==> src/rtl/parking_occupancy.sv <==
// parking_occupancy: debounced parking-lot occupancy counter.
//
// Each raw sensor goes through a 2-flop synchronizer and a four-state debounce FSM.
// The FSM produces exactly one event per car passage. Entry and exit events are
// resolved into a saturating occupancy count plus one-cycle gate pulses.
//
// Ports:
//   clk_1Hz       system clock, all logic on the rising edge
//   reset         asynchronous active-low reset, clears all state
//   entry_sensor  raw entry loop detector (high while a car is present)
//   exit_sensor   raw exit loop detector (high while a car is present)
//   count         cars currently parked
//   free_slots    CAPACITY - count
//   full_signal   lot-full level for the blinker
//   empty         count == 0
//   entry_grant   one-cycle pulse, entry accepted
//   entry_reject  one-cycle pulse, entry refused because the lot is full
//   exit_error    one-cycle pulse, exit seen while the lot is empty
//
// Build option:
//   FULL_HYST_EN  when defined, full_signal sets at count == CAPACITY and clears only
//                 once count <= CAPACITY-2 (count == 0 when CAPACITY == 1).
module parking_occupancy #(
  parameter int unsigned CAPACITY = 8,
  parameter int unsigned CNT_W    = 4,
  parameter int unsigned DEBOUNCE = 2
) (
  input  logic             clk_1Hz,
  input  logic             reset,
  input  logic             entry_sensor,
  input  logic             exit_sensor,
  output logic [CNT_W-1:0] count,
  output logic [CNT_W-1:0] free_slots,
  output logic             full_signal,
  output logic             empty,
  output logic             entry_grant,
  output logic             entry_reject,
  output logic             exit_error
);

  localparam logic [1:0] StIdle      = 2'd0;
  localparam logic [1:0] StArming    = 2'd1;
  localparam logic [1:0] StQualified = 2'd2;
  localparam logic [1:0] StReleasing = 2'd3;

  localparam logic [2:0]       DebMax = 3'(DEBOUNCE);
  localparam logic [CNT_W-1:0] Cap    = CNT_W'(CAPACITY);

  // Channel index 0 is entry, 1 is exit.
  logic [1:0] sync1_q, sync_q;
  logic [1:0] state_q [2];
  logic [1:0] state_d [2];
  logic [2:0] deb_q   [2];
  logic [2:0] deb_d   [2];
  logic [1:0] event_d;

  logic [CNT_W-1:0] count_q, count_d;
  logic [CNT_W-1:0] free_q, free_d;
  logic             full_q, full_d;
  logic             empty_q, empty_d;
  logic             grant_q, grant_d;
  logic             reject_q, reject_d;
  logic             error_q, error_d;

  // Debounce FSMs. The event is combinational so the count register updates on the
  // same edge the FSM enters QUALIFIED.
  always_comb begin
    for (int ch = 0; ch < 2; ch++) begin
      state_d[ch] = state_q[ch];
      deb_d[ch]   = deb_q[ch];
      event_d[ch] = 1'b0;
      case (state_q[ch])
        StIdle: begin
          if (sync_q[ch]) begin
            if (DebMax <= 3'd1) begin
              state_d[ch] = StQualified;
              deb_d[ch]   = 3'd0;
              event_d[ch] = 1'b1;
            end else begin
              state_d[ch] = StArming;
              deb_d[ch]   = 3'd1;
            end
          end
        end
        StArming: begin
          if (sync_q[ch]) begin
            if (deb_q[ch] + 3'd1 >= DebMax) begin
              state_d[ch] = StQualified;
              deb_d[ch]   = 3'd0;
              event_d[ch] = 1'b1;
            end else begin
              deb_d[ch] = deb_q[ch] + 3'd1;
            end
          end else begin
            // Glitch shorter than the debounce window.
            state_d[ch] = StIdle;
            deb_d[ch]   = 3'd0;
          end
        end
        StQualified: begin
          if (!sync_q[ch]) begin
            if (DebMax <= 3'd1) begin
              state_d[ch] = StIdle;
              deb_d[ch]   = 3'd0;
            end else begin
              state_d[ch] = StReleasing;
              deb_d[ch]   = 3'd1;
            end
          end
        end
        StReleasing: begin
          if (!sync_q[ch]) begin
            if (deb_q[ch] + 3'd1 >= DebMax) begin
              state_d[ch] = StIdle;
              deb_d[ch]   = 3'd0;
            end else begin
              deb_d[ch] = deb_q[ch] + 3'd1;
            end
          end else begin
            // Car still present; return without a new event.
            state_d[ch] = StQualified;
            deb_d[ch]   = 3'd0;
          end
        end
        default: begin
          state_d[ch] = StIdle;
          deb_d[ch]   = 3'd0;
        end
      endcase
    end
  end

  // Event resolution. With simultaneous events the exit is applied first, so the
  // entry is always granted.
  always_comb begin
    count_d  = count_q;
    grant_d  = 1'b0;
    reject_d = 1'b0;
    error_d  = 1'b0;
    case (event_d)
      2'b10: begin
        if (count_q == '0) begin
          error_d = 1'b1;
        end else begin
          count_d = count_q - 1'b1;
        end
      end
      2'b01: begin
        if (count_q == Cap) begin
          reject_d = 1'b1;
        end else begin
          count_d = count_q + 1'b1;
          grant_d = 1'b1;
        end
      end
      2'b11: begin
        grant_d = 1'b1;
        if (count_q == '0) begin
          error_d = 1'b1;
          count_d = CNT_W'(1);
        end
      end
      default: ;
    endcase
  end

  // Status flags derive from count_d so they are aligned with the registered count.
  always_comb begin
    free_d  = Cap - count_d;
    empty_d = (count_d == '0);
`ifdef FULL_HYST_EN
    if (count_d == Cap) begin
      full_d = 1'b1;
    end else if ((CAPACITY >= 2) && (32'(count_d) + 32'd2 <= 32'(CAPACITY))) begin
      full_d = 1'b0;
    end else if ((CAPACITY < 2) && (count_d == '0)) begin
      full_d = 1'b0;
    end else begin
      full_d = full_q;
    end
`else
    full_d = (count_d == Cap);
`endif
  end

  always_ff @(posedge clk_1Hz or negedge reset) begin
    if (!reset) begin
      sync1_q    <= 2'b00;
      sync_q     <= 2'b00;
      state_q[0] <= StIdle;
      state_q[1] <= StIdle;
      deb_q[0]   <= 3'd0;
      deb_q[1]   <= 3'd0;
      count_q    <= '0;
      free_q     <= Cap;
      full_q     <= 1'b0;
      empty_q    <= 1'b1;
      grant_q    <= 1'b0;
      reject_q   <= 1'b0;
      error_q    <= 1'b0;
    end else begin
      sync1_q    <= {exit_sensor, entry_sensor};
      sync_q     <= sync1_q;
      state_q[0] <= state_d[0];
      state_q[1] <= state_d[1];
      deb_q[0]   <= deb_d[0];
      deb_q[1]   <= deb_d[1];
      count_q    <= count_d;
      free_q     <= free_d;
      full_q     <= full_d;
      empty_q    <= empty_d;
      grant_q    <= grant_d;
      reject_q   <= reject_d;
      error_q    <= error_d;
    end
  end

  assign count        = count_q;
  assign free_slots   = free_q;
  assign full_signal  = full_q;
  assign empty        = empty_q;
  assign entry_grant  = grant_q;
  assign entry_reject = reject_q;
  assign exit_error   = error_q;

endmodule
==> config.mk <==
export PLATFORM = sky130hd
export DESIGN_NAME = parking_occupancy
export DESIGN_NICKNAME = d
export VERILOG_FILES = /design/src/rtl/parking_occupancy.sv
export SDC_FILE = /design/constraint.sdc
export NUM_CORES = 1
export LEC_CHECK = 0
export CAP_MARGIN = 0
export CORE_ASPECT_RATIO = 1.5
export CORE_MARGIN = 3
export CORE_UTILIZATION = 47
export DETAILED_ROUTE_END_ITERATION = 10
export PLACE_DENSITY = 0.67
export SYNTH_ARGS = -nofsm -noshare
export SYNTH_HDL_FRONTEND = slang
export SYNTH_SLANG_ARGS = --single-unit
==> constraint.sdc <==
create_clock -name clk_1Hz -period 2.8 [get_ports clk_1Hz]
set_input_delay 0.28 -clock clk_1Hz [delete_from_list [all_inputs] [get_ports clk_1Hz]]
set_output_delay 0.28 -clock clk_1Hz [all_outputs]
set_load 0.005 [all_outputs]
==> After elaboration in Yosys (flattened, before gate mapping) <==
Cells that the tools add are included.
{ "op_classes": {"eq_ne": 19, "add_sub_neg": 5, "n_reduce_logical": 9, "magnitude_cmp": 2, "n_mux": 42} }
{ "op_table": {"columns": ["op", "n"], "rows": [
  ["$mux W3", 10],
  ["$mux W2", 12],
  ["$pmux W3 S4", 2],
  ["$pmux W2 S4", 2],
  ["$eq A2 B2 Y1 const B", 6],
  ["$mux W4", 3],
  ["$ne A3 B3 Y1 const B", 4],
  ["$pmux W4 S3", 1],
  ["$mux W1", 11],
  ["$eq A4 B4 Y1 const B", 2],
  ["$logic_not A4 Y1", 2],
  ["$ne A2 B2 Y1 const B", 4],
  ["$reduce_and A4 Y1", 2],
  ["$add A3 B1 Y3 const B", 2],
  ["$eq A2 B1 Y1 const B", 3],
  ["$ge A3 B2 Y1 const B", 2],
  ["$add A4 B1 Y4 const B", 1],
  ["$logic_not A2 Y1", 2],
  ["$reduce_and A2 Y1", 2],
  ["$sub A4 B1 Y4 const B", 1],
  ["$sub A4 B4 Y4 const A", 1],
  ["$pmux W1 S2", 1],
  ["$reduce_or A2 Y1", 1]
]} }
{ "totals": {"ff_bits": 27, "in_bits": 4} }

==> Longest topological paths before layout <==
{ "logic_depth": {"ltp_word": 8, "depth_mapped": 10, "mapped_depth_nobuf": 10} }

==> Least setup slack after synthesis <==
OpenSTA, ideal clock, no wires.
{ "synth_path": {"path_type": "reg-to-reg", "from": "register free_slots[0] (netlist name)", "to": "register free_q[3], in the netlist free_slots[3]", "t_required_ns": 2.725, "setup_time_ns": 0.075, "t_arrival_ns": 2.036, "path_stages_with_launch": 11, "setup_slack_ns": 0.688, "cell_sequence": "dfrtp_1 > inv_1 > ha_1 > and2_1 > inv_1 > ha_1 > mux2_2 > a22oi_1 > a2111oi_2 > nand2_1 > xnor2_1"} }
{ "synth_lines": {"columns": ["item", "line_no", "rtl"], "rows": [
  ["end signal, assigned", "195", "free_q <= Cap;"],
  ["end signal, assigned", "209", "free_q <= free_d;"],
  ["end, declared", "58", "logic [CNT_W-1:0] free_q, free_d;"]
]} }

==> summary.txt <==
Synth
  • Cell count after synthesis: 106
  • Warnings from Yosys: 0
  • Synth unique cells: 37
  • Synth Area per Inst: 11.77 um2
  • Post-Syn Area: 1247 um2
  • Sequential share of the synthesized area: 52.36%
  • Synth Register Bits: 26
  • Post-synthesis net count: 117

Clock network
  • Post-CTS Setup Inserts: 0
  • Root Buffer: clkbuf_4
  • Clk_lat worst skew: 320 ps
  • Post-CTS Resized: 0
  • Sink Count: 26
  • CTS tree: done
  • Deepest clock path buffer count: 2
  • Number of CTS-inserted buffers: 3
  • CTS Hold Bufs: 0
  • H-tree Lvls: 1
  • Reg clk slew, reported paths: 140 ps

STA
  • FMAX: 407.4 MHz
  • Post-Route Setup TNS: 0 ps
  • RSZ-0062 raised after global routing: false
  • Fin Hold WS: 304.4 ps
  • Slew @ Worst Pin: 433.3 ps
  • Final Hold Fails: 0
  • Final worst-path cycle share: 87.65%
  • Clk_skew: 6.544 ps
  • # setup viols final: 0
  • Relative slew slack: 71.11%
  • Pins Over Slew Limit: 0
  • Tmin final: 2454 ps

Global route
  • Vias in the first global route: 863
  • Pin count of the biggest net entering global routing: 27
  • First-pass GRT wire length: 3.629 mm
  • Tot GR Track Use: 15.07%
  • Initial antenna violation count: 0
  • GRT Residual Overflow: 0

Worst hold path
  • Hold crit path type: input pin to async pin

Worst setup path
  • Critical path launch point type: flop
  • Arrival @ worst endpoint: 2720 ps
  • Critical path endpoint category: flop
  • Setup CP Type: flop to flop
  • CP Max Fanout: 8
  • WP data required: 3060 ps

Layout
  • Highest-count cells in the layout ignoring fill and taps: dfrtp_1 (24), clkdlybuf4s50_1 (16), inv_1 (8)
  • Reg area: 653.1 um2
  • Fin nets: 138
  • Proportion of layout cells with a drive suffix above 1: 15.87%
  • Layout area overhead: 19.46%
  • Antenna diode count: 0
  • Fin util: 60.15%
  • FILL cells: 220
  • Most common cell after layout, fill and taps aside: dfrtp_1
  • Multi-input logic area: 556.8 um2

Routing
  • Antenna Nets Post-Route: 0
  • Drt total wl: 2.059 mm
  • Vias/cell: 5.553
  • DRC: 0
  • Router iterations before antenna repair: 3
  • Initial drt markers: 11
  • Total number of vias: 833
  • Avg WL per Cell: 13.73 um

Die
  • # IOs: 17
  • Die Wd: 48.07 um
  • Area of the core: 2477 um2
  • Die footprint: 3321 um2
  • FP Rows: 22
  • Die Span Y: 69.10 um
  • Initial core utilization: 50.35%

Pwr
  • Max VDD drop: 0.4904 mV
  • Leak: 0.6453 nW
  • Cell area power density: 989.5 nW/um2

Status
  • Outcome: finished clean

Job
  • MaxCap Viol Count: 0

Place
  • # port buffers: 16
  • GP Congestion: 0.8011
  • Dpl hpwl: 1.575 mm
-- stage by stage --
step	setup WS [ps]	instance area [um2]	total power, mW	instances
floorplan	688.3	1247	1.012	106
global placement	400.7	1438	1.212	146
detailed placement	385.5	1438	1.235	146
CTS	326.2	1490	1.495	150
global route	124.9	1490	1.613	150
finish	345.7	1490	1.475	150
-- cells in the mapped netlist --
cell	count	share of area, %
and2_1	2	1.0
o31ai_1	1	0.60
nand3_1	6	2.4
o21ai_4	1	1.3
nand4_1	1	0.50
o21a_1	2	1.2
a31oi_4	1	1.7
a211o_1	1	0.70
nor3_1	2	0.80
dfrtp_1	24	48
a22oi_1	1	0.60
mux2_2	4	3.6
a31o_2	1	0.70
nor3b_1	2	1.2
nand2_1	6	1.8
inv_1	8	2.4
dfstp_2	2	4.2
a21oi_1	2	0.80
and3_1	1	0.50
nor2b_1	2	1.0
mux2i_1	1	0.80
o22a_1	1	0.70
nor2_1	6	1.8
a21o_2	1	0.70
nand2_2	1	0.50
xnor2_1	2	1.4
buf_4	1	0.60
or4_4	1	0.90
a2111oi_2	1	1.2
o21ai_0	4	1.6
a21boi_0	1	0.60
o221a_2	1	0.90
o31a_1	1	0.70
nand3b_1	2	1.2
ha_1	7	7.0
xnor2_2	1	1.3
xor2_1	4	2.8
-- layer usage --
| layer | track usage, % | share of wire [%] |
|---|---|---|
| met1 | 17.06 | 40 |
| met2 | 25.48 | 55 |
| met3 | 2.350 | 2.5 |
| met4 | 7.186 | 2.3 |
| met5 | 0 | 0 |
-- logic make-up (layout without fill, tap and decap cells) --
family	after synthesis	count (layout)	synth area share (%)
xor gates and xnor gates	7	7	5.517
AOI/OAI and AO/OA	20	20	14.04
DFF	26	26	52.36
adders and majority gates	7	7	7.021
muxes	5	5	4.413
and+or+nand+nor	32	32	13.64
buffers and inverters	9	29	3.009
-- critical path, stage by stage, from the launching register on --
cell and delay, ps:
dfrtp_1 490, inv_1 120, ha_1 220, and2_1 220, inv_1 100, ha_1 270, mux2_2 130, a22oi_1 120
a2111oi_2 360, nand2_1 180, xnor2_1 170
-- where the power goes --
part / leakage [nW] / switching, mW / total [mW] / internal [mW]
clock network: 0.0279 / 0.108 / 0.253 / 0.145
registers: 0.320 / 0.109 / 0.597 / 0.488
logic: 0.297 / 0.297 / 0.624 / 0.327
total: 0.645 / 0.515 / 1.47 / 0.960
-- final timing paths --
| check | from | to | slack [ps] | cells after the start |
|---|---|---|---|---|
| worst max-delay path | free_slots[0] | free_slots[3] | 350 | 10 |
| worst min-delay path | reset | entry_grant | 300 | 2 |
| worst max register to register | free_slots[0] | free_slots[3] | 350 | 10 |
| worst min register to register | sync1_q[0] | sync_q[0] | 360 | 0 |
| max in group asynchronous | reset | empty | 2210 | 2 |
| min in group clk_1Hz | sync1_q[0] | sync_q[0] | 360 | 0 |
-- state kept, by name, summed over array words and instances, names as in the netlist, named ones only --
| name | cells |
|---|---|
| free_slots | 4 |
| exit_error | 1 |
| entry_grant | 1 |
| sync_q | 2 |
| entry_reject | 1 |
| deb_q | 6 |
| state_q | 2 |
| full_signal | 1 |
| sync1_q | 2 |
| empty | 1 |
| count | 3 |
-- area by class of cell --
cell class	instances	share of cell area, %
Clock buffer	3	1.511
Clock inverter	1	2.015
Inverter	8	2.015
Multi-Input combinational cell	71	37.36
Sequential cell	26	43.83
Tap cell	24	2.015
Timing Repair Buffer	17	11.25
Power figures use the tool's default switching activity.
